$ cat src/rtl/mic_sample_ram_writer.sv
// Packs pairs of mic samples into 32-bit words and writes them to a two-half
// ping-pong region of the sample RAM, flagging each completed half to the CPU.
module mic_sample_ram_writer #(
   parameter int ADDR_WIDTH   = 9,
   parameter int SAMPLE_WIDTH = 16
) (
   input  logic                      i_clk,
   input  logic                      i_reset,
   input  logic                      i_enable,
   input  logic                      i_sample_valid,
   input  logic [SAMPLE_WIDTH-1:0]   i_sample_data,
   input  logic [1:0]                i_ack,
   input  logic                      i_clear_overrun,
   output logic [ADDR_WIDTH-1:0]     o_ram_address,
   output logic [2*SAMPLE_WIDTH-1:0] o_ram_writedata,
   output logic [3:0]                o_ram_byteenable,
   output logic                      o_ram_chipselect,
   output logic                      o_ram_write,
   output logic                      o_ram_clken,
   output logic [1:0]                o_buf_full,
   output logic                      o_irq,
   output logic                      o_overrun,
   output logic                      o_active_half
);

   typedef enum logic [1:0] {
      IDLE  = 2'd0,
      FILL  = 2'd1,
      FLUSH = 2'd2
   } state_t;

   localparam int HALF_MSB = ADDR_WIDTH - 1;

   state_t                  r_state;
   logic                    r_phase_high;
   logic [SAMPLE_WIDTH-1:0] r_held_low;
   logic [ADDR_WIDTH-1:0]   r_ptr;

   logic       w_half;
   logic       w_last_in_half;
   logic       w_target_full;
   logic       w_word_issue;
   logic       w_flush_issue;
   logic       w_drop;
   logic [1:0] w_set_full;

   // Decode this cycle's write attempt and its effect on the status flags.
   always_comb begin
      w_half         = r_ptr[HALF_MSB];
      w_last_in_half = &r_ptr[HALF_MSB-1:0];
      w_target_full  = o_buf_full[w_half];
      w_word_issue   = 1'b0;
      w_flush_issue  = 1'b0;
      w_set_full     = 2'b00;
      if ((r_state == FILL) && i_enable && i_sample_valid && r_phase_high) begin
         w_word_issue = 1'b1;
      end else if (r_state == FLUSH) begin
         w_flush_issue = 1'b1;
      end else begin
         w_word_issue  = 1'b0;
         w_flush_issue = 1'b0;
      end
      w_drop = (w_word_issue | w_flush_issue) & w_target_full;
      if (w_word_issue && !w_target_full && w_last_in_half) begin
         w_set_full = w_half ? 2'b10 : 2'b01;
      end else begin
         w_set_full = 2'b00;
      end
   end

   // Capture FSM, pointer management and registered RAM/status outputs.
   always_ff @(posedge i_clk) begin
      if (i_reset) begin
         r_state          <= IDLE;
         r_phase_high     <= 1'b0;
         r_held_low       <= {SAMPLE_WIDTH{1'b0}};
         r_ptr            <= {ADDR_WIDTH{1'b0}};
         o_ram_address    <= {ADDR_WIDTH{1'b0}};
         o_ram_writedata  <= {(2*SAMPLE_WIDTH){1'b0}};
         o_ram_byteenable <= 4'b0000;
         o_ram_chipselect <= 1'b0;
         o_ram_write      <= 1'b0;
         o_ram_clken      <= 1'b1;
         o_buf_full       <= 2'b00;
         o_irq            <= 1'b0;
         o_overrun        <= 1'b0;
         o_active_half    <= 1'b0;
      end else begin
         o_ram_clken      <= 1'b1;
         o_ram_chipselect <= 1'b0;
         o_ram_write      <= 1'b0;
         o_ram_byteenable <= 4'b0000;
         // A set in the same cycle as its ack wins.
         o_buf_full       <= (o_buf_full & ~i_ack) | w_set_full;
         o_irq            <= |o_buf_full;
         o_overrun        <= (o_overrun & ~i_clear_overrun) | w_drop;

         case (r_state)
            IDLE: begin
               r_phase_high <= 1'b0;
               if (i_enable) begin
                  r_state <= FILL;
               end else begin
                  r_state <= IDLE;
               end
            end
            FILL: begin
               if (!i_enable) begin
                  r_state <= r_phase_high ? FLUSH : IDLE;
               end else if (i_sample_valid && !r_phase_high) begin
                  r_held_low   <= i_sample_data;
                  r_phase_high <= 1'b1;
               end else if (i_sample_valid) begin
                  r_phase_high <= 1'b0;
                  if (!w_target_full) begin
                     o_ram_chipselect <= 1'b1;
                     o_ram_write      <= 1'b1;
                     o_ram_byteenable <= 4'b1111;
                     o_ram_address    <= r_ptr;
                     o_ram_writedata  <= {i_sample_data, r_held_low};
                     if (w_last_in_half) begin
                        r_ptr         <= {~w_half, {(ADDR_WIDTH-1){1'b0}}};
                        o_active_half <= ~w_half;
                     end else begin
                        r_ptr <= r_ptr + {{(ADDR_WIDTH-1){1'b0}}, 1'b1};
                     end
                  end else begin
                     r_ptr <= r_ptr;
                  end
               end else begin
                  r_state <= FILL;
               end
            end
            FLUSH: begin
               r_phase_high <= 1'b0;
               r_state      <= IDLE;
               // Partial word: only the low half carries data; pointer stays put.
               if (!w_target_full) begin
                  o_ram_chipselect <= 1'b1;
                  o_ram_write      <= 1'b1;
                  o_ram_byteenable <= 4'b0011;
                  o_ram_address    <= r_ptr;
                  o_ram_writedata  <= {{SAMPLE_WIDTH{1'b0}}, r_held_low};
               end else begin
                  r_ptr <= r_ptr;
               end
            end
            default: begin
               r_state      <= IDLE;
               r_phase_high <= 1'b0;
            end
         endcase
      end
   end

endmodule

$ cat config.mk
export PLATFORM = sky130hd
export DESIGN_NAME = mic_sample_ram_writer
export DESIGN_NICKNAME = d
export VERILOG_FILES = /design/src/rtl/mic_sample_ram_writer.sv
export SDC_FILE = /design/constraint.sdc
export NUM_CORES = 1
export LEC_CHECK = 0
export CORE_UTILIZATION = 40
export CTS_BUF_LIST = sky130_fd_sc_hd__clkbuf_4
export CTS_CLUSTER_DIAMETER = 100
export DETAILED_ROUTE_END_ITERATION = 7
export GPL_TIMING_DRIVEN = 0
export MAX_ROUTING_LAYER = met4
export PLACE_DENSITY = 0.71
export SLEW_MARGIN = 20
export SYNTH_ARGS = -nofsm -noshare
export SYNTH_HDL_FRONTEND = slang
export SYNTH_SLANG_ARGS = --single-unit
$ cat constraint.sdc
create_clock -name i_clk -period 2.86 [get_ports i_clk]
set_clock_uncertainty 0.05 [all_clocks]
set_input_delay 0.429 -clock i_clk [delete_from_list [all_inputs] [get_ports i_clk]]
set_output_delay 0.429 -clock i_clk [all_outputs]
set_load 0.02 [all_outputs]
==> out/qor.yml, run 1 <==
run_status:
  outcome: "finished with violations"
  violations: "design-rule violations"
route:
  drt_iter0_drc: 122
  drc: 1
  ant_nets: 0
  drtPass1Iterations: 6
  vias_per_cell: 5.135
  wirelength_um: 7684
  via_count: 2932
  route.detailed.wl_per_inst_um: 13.46
hold_path:
  hp-start: "i_reset"
  worstHoldPathCells: 3
  hp-class: "primary input to register"
  hold_end: "r_state[0]"
yosys:
  synth_fa_ha_area_share_pct: 1.572
  ys.flop_type: "dfxtp_1"
  synth_top_area_cell: "dfxtp_1"
  yosysWarningCount: 0
  synth_mux_area_share_pct: 0.9037
  synthSimpleGateAreaFrac_pct: 21.89
  synth.net_count: 407
  synthXorXnorAreaFrac_pct: 1.925
  yosysSeqAreaShare_pct: 47.78
  avgSynthCellArea_um2: 8.380
  synth_edf_count: 0
  synth_compound_area_share_pct: 17.88
  synth_top_area_share_pct: 47.78
  syn_inst: 380
  synthArstFlopShare_pct: 0
  netlist-cell-type-count: 38
  yosys-top-cells-area: "dfxtp_1, a21oi_1, nand3_1"
  netlist_area_um2: 3184
  ys_seq_elements: 76
  synth_top_family_by_area: "simple AND/OR/NAND/NOR gates"
clocking:
  cts_tree: "yes"
  clockRootBuffer: "clkbuf_4"
  cts_num_sinks: 76
  clkTransAtPathRegs_ns: 0.11
  cts_resized: 0
  cts_buffer_depth: 2
  cts_buffers: 9
  holdBufCountCts: 0
  htree_levels: 3
  clk_latency_ns: 0.41
  post_cts_buffers: 0
flow_run:
  drv_cap: 0
setup_path:
  critPathCaptureType: "register"
  path_class: "register to register"
  crit_slowest_cell: "nor3_1"
  critPathLaunch: "r_state[0]"
  crit_family: "buffers and inverters"
  crit_buf_inv: 3
  reg2reg_slack_ns: 0.70
  r2r_cells: 7
  worstPathArrival_ns: 2.44
  worstPathRequired_ns: 3.14
  cpMostUsedCell: "clkbuf_1"
  worstPathCellList: "inv_1 > ha_1 > clkbuf_1 > nor3_1 > clkbuf_1 > o21ai_0 > a21oi_1"
  start_kind: "register"
  rr_endpoint: "o_ram_writedata[27]"
  reg2reg_from: "r_state[0]"
  slowest_delay_ns: 0.53
  critPathMaxFanout: 10
pwr:
  power_mw: 2.062
  power_density_nw_per_um2: 490.9
  p_int_mw: 1.557
  power_switching_mw: 0.5056
  pwr-share-clk_pct: 35.5
  combPwrFrac_pct: 11.3
  swShare_pct: 24.52
  power_frac_seq_pct: 53.1
  leakagePower_nw: 1.407
  ir_drop_mv: 0.2006
cells_and_area:
  n_antenna_cell: 0
  final_core_util_pct: 54.37
  fin_nets: 491
  area_growth_pct: 31.95
  drive_gt1_share_pct: 9.382
  stdcell_count: 571
sta:
  rsz0062_at_grt: "false"
  relSlewSlack_pct: 62.64
  finalHoldViolations: 0
  slew_violations: 0
  fmax_ghz: 0.4627
  max_slew.worst_pin.slew_ns: 0.5562
  post-route-period-util_pct: 75.57
  fin_tns_setup_ns: 0
  min_period_ns: 2.161
  setup_viol: 0
floorplan:
  die-area_um2: 8322
  die_h_um: 91.23
  coreArea_um2: 7727
  initial_utilization_pct: 41.21
  pin_count: 76
  num_rows: 32
  die_w_um: 91.23
grt:
  gr-usage-all-layers_pct: 19.74
  antenna_found_initial: 0
  grt_pass1_vias: 2690
  grt_overflow: 0
  grt_max_degree: 13
  grt_pass1_wl_um: 12780
placed_design:
  port_buffers: 73
  globalplace.congestion: 0.8180
  dp_hpwl_um: 5860
  placed_cells: 555
cells by family (layout without fill, tap and decap cells):
kind of cell             count (synthesis)  in the layout
AO/OA/AOI/OAI                          106            106
XOR/XNOR                                 7              7
adder cells (fa/ha/maj)                  4              4
buffers and inverters                   40            129
flip-flops                              76             76
multiplexers                             2              2
other                                    1              1
AND/OR/NAND/NOR                        144            144
stage by stage:
stage,setup WS [ns],hold WS (ns),area [um^2]
after floorplan,1.112,0.3829,3184
after global placement,0.5948,0.3894,4043
after detailed placement,0.5583,0.3931,4043
after CTS,0.7104,0.2713,4202
after global routing,0.4506,0.3112,4202
final,0.6987,0.2806,4202
tightest hold or removal path: stages:
cell	delay (ns)
clkbuf_8	0.13
nand2b_1	0.10
a311oi_1	0.04
cell type report:
cell class | count | area (um^2)
buffer | 35 | 234.0
clock buffer | 11 | 82.58
clock inverter | 5 | 76.32
fill | 743 | 3526
inverter | 5 | 18.77
multi-input combinational | 264 | 1410
sequential | 76 | 1521
tap | 102 | 127.6
timing repair buffer | 73 | 730.7
power by group through the flow:
stage                     sequential (mW)  combinational [mW]  clock, mW
final                                1.10               0.233      0.733
after floorplan                      1.14               0.110          0
after CTS                            1.10               0.233      0.739
after global placement               1.12               0.230          0
after global routing                 1.10               0.254      0.783
after detailed placement             1.12               0.232          0
Yosys cell counts, types with 5 or more instances:
cell type	instances
clkbuf_1	13
nand3_1	39
buf_2	5
nand2_1	52
a21oi_1	63
nand2b_1	5
nor2_1	14
o21ai_0	36
inv_1	5
nand4_1	5
xor2_1	5
nor2b_1	14
buf_4	7
dfxtp_1	76
registers in the layout, indices dropped and copies added, names as in the netlist:
register          count
o_ram_writedata      32
r_held_low           16
o_ram_address         9
r_ptr                 9
o_buf_full            2
o_ram_byteenable      2
r_state               2
o_active_half         1
o_irq                 1
o_overrun             1
r_phase_high          1
metal layers:
| metal | GRT usage (%) | share of wire (%) |
|---|---|---|
| met3 | 2.764 | 4.0 |
| met1 | 25.44 | 47 |
| met4 | 9.524 | 2.3 |
| met5 | - | 0 |
| met2 | 30.49 | 46 |
layout by cell type (no fill, tap or decap), types with 5 or more instances in the layout:
master / count
inv_1: 5
nand4_1: 5
clkdlybuf4s50_1: 73
nor2b_1: 14
o21ai_0: 36
clkbuf_1: 13
xor2_1: 5
nor2_1: 14
buf_2: 5
buf_4: 7
clkbuf_4: 11
nand3_1: 39
a21oi_1: 63
dfxtp_1: 76
nand2b_1: 5
nand2_1: 52
worst max-delay path by stage:
stage | to | slack, ns | cells past startpoint
after CTS | o_ram_writedata[20] | 0.71 | 8
after floorplan | o_ram_writedata[10] | 1.11 | 8
final | o_ram_writedata[27] | 0.70 | 7
after global placement | o_ram_address[8] | 0.59 | 6
after global routing | o_ram_writedata[25] | 0.45 | 7
after detailed placement | o_ram_address[8] | 0.56 | 6
Power figures use the tool's default switching activity.
==> run 2, diff against run 1 <==
clock period = 2.2 ns   (was 2.86 ns; I/O delays follow)
==> run 2 against run 1 <==
The run still ends with design-rule violations left. Worst setup slack worse by 0.53 ns. Maximum frequency up 6.6%. Sequential power increased by 29%. Utilization grew 0.11 points. Critical endpoint is now o_ram_writedata[20].
==> out/qor.yml, run 2 (synthesis gave the netlist of run 1 again) <==
floorplan:
  die_w_um: 91.23
  die-area_um2: 8322
  pin_count: 76
  coreArea_um2: 7727
  num_rows: 32
  initial_utilization_pct: 41.21
  die_h_um: 91.23
setup_path:
  critPathMaxFanout: 10
  crit_slowest_cell: "dfxtp_1"
  critPathCaptureType: "register"
  crit_buf_inv: 4
  start_kind: "register"
  crit_family: "buffers and inverters"
  worstPathCellList: "inv_1 > ha_1 > inv_1 > or3_1 > clkbuf_1 > clkbuf_2 > nand3_1 > a21oi_1"
  cpMostUsedCell: "inv_1"
  path_class: "register to register"
  worstPathArrival_ns: 2.26
  worstPathRequired_ns: 2.43
  slowest_delay_ns: 0.38
clocking:
  cts_num_sinks: 76
  clk_latency_ns: 0.41
  htree_levels: 3
  cts_buffer_depth: 2
  holdBufCountCts: 0
  cts_resized: 0
  cts_tree: "yes"
  clkTransAtPathRegs_ns: 0.12
  post_cts_buffers: 0
  clockRootBuffer: "clkbuf_4"
  cts_buffers: 9
cells_and_area:
  final_common_cell: "dfxtp_1"
  n_antenna_cell: 0
  top_regs: "o_ram_writedata x32, r_held_low x16"
  fin_nets: 491
  layout_common_cells: "dfxtp_1, clkdlybuf4s50_1, a21oi_1, nand2_1, nand3_1"
  area_growth_pct: 32.22
  largest_register_ffs: 32
  drive_gt1_share_pct: 10.23
  largest-register: "o_ram_writedata"
  stdcell_count: 571
  fin_area_um2: 4210
placed_design:
  dp_slack_ns: -0.002676
  dp_hpwl_um: 5860
  globalplace.congestion: 0.8180
  placed_cells: 555
  port_buffers: 73
  dpl_cell_area_um2: 4043
sta:
  fin_tns_setup_ns: 0
  post-route-period-util_pct: 92.13
  relSlewSlack_pct: 62.15
  whs_ns: 0.1837
  fmax_ghz: 0.4934
  slew_violations: 0
  max_slew.worst_pin.slew_ns: 0.5678
  finalWorstSetupSlack_ns: 0.1731
  rsz0062_at_grt: "false"
  min_period_ns: 2.027
  finalHoldViolations: 0
  setup_viol: 0
grt:
  antenna_found_initial: 0
  grt_overflow: 0
  grt_pass1_wl_um: 12780
  grt_max_degree: 13
  grt_pass1_vias: 2690
  gr-usage-all-layers_pct: 19.74
pwr:
  leakagePower_nw: 1.416
  power_density_nw_per_um2: 637.1
  ir_drop_mv: 0.2591
route:
  ant_nets: 0
  wirelength_um: 7736
  route.detailed.wl_per_inst_um: 13.55
  drc: 1
  vias_per_cell: 5.117
  drtPass1Iterations: 8
  via_count: 2922
  drt_iter0_drc: 122
hold_path:
  hp-class: "primary input to register"
run_status:
  violations: "design-rule violations"
  outcome: "finished with violations"
flow_run:
  drv_cap: 0
==> run 2: area by class of cell <==
type	instances	area, um^2
Inverter	5	18.77
Timing Repair Buffer	73	730.7
Clock inverter	5	76.32
Multi-Input combinational cell	264	1415
Sequential cell	76	1521
Buffer	35	237.7
Clock buffer	11	82.58
Fill cell	745	3517
Tap cell	102	127.6
==> run 2: stage by stage <==
stage	power (mW)	util, %
after floorplan	1.622	-
after global placement	1.753	52.32
after detailed placement	1.758	52.32
after CTS	2.689	54.37
after global routing	2.778	54.49
final	2.682	54.49
==> run 2: worst paths after layout <==
| path | start | slack [ns] | cells past startpoint | endpoint |
|---|---|---|---|---|
| setup reg to reg | r_state[1] | 0.17 | 8 | o_ram_writedata[20] |
| hold reg to reg | o_ram_address[7] | 0.41 | 2 | o_ram_address[7] |
| setup / recovery | r_state[1] | 0.17 | 8 | o_ram_writedata[20] |
| hold / removal | i_reset | 0.18 | 3 | r_state[0] |
==> run 2: tightest hold or removal path, cell delays in order <==
cell and delay [ns]:
clkbuf_8 0.13, nand2b_1 0.10, a311oi_1 0.04
==> run 2: where the power goes <==
part | internal (mW) | total, mW | switching [mW]
Clock | 0.482 | 0.952 | 0.470
Sequential | 1.41 | 1.42 | 0.0192
Combinational | 0.137 | 0.305 | 0.169
==> run 2: per-layer routing <==
metal	GRT usage (%)	vias up	part of all wire, %
met3	2.764	15	4.7
met1	25.44	1355	47
li1	-	1463	-
met5	-	-	0
met4	9.524	0	2.1
met2	30.49	89	46
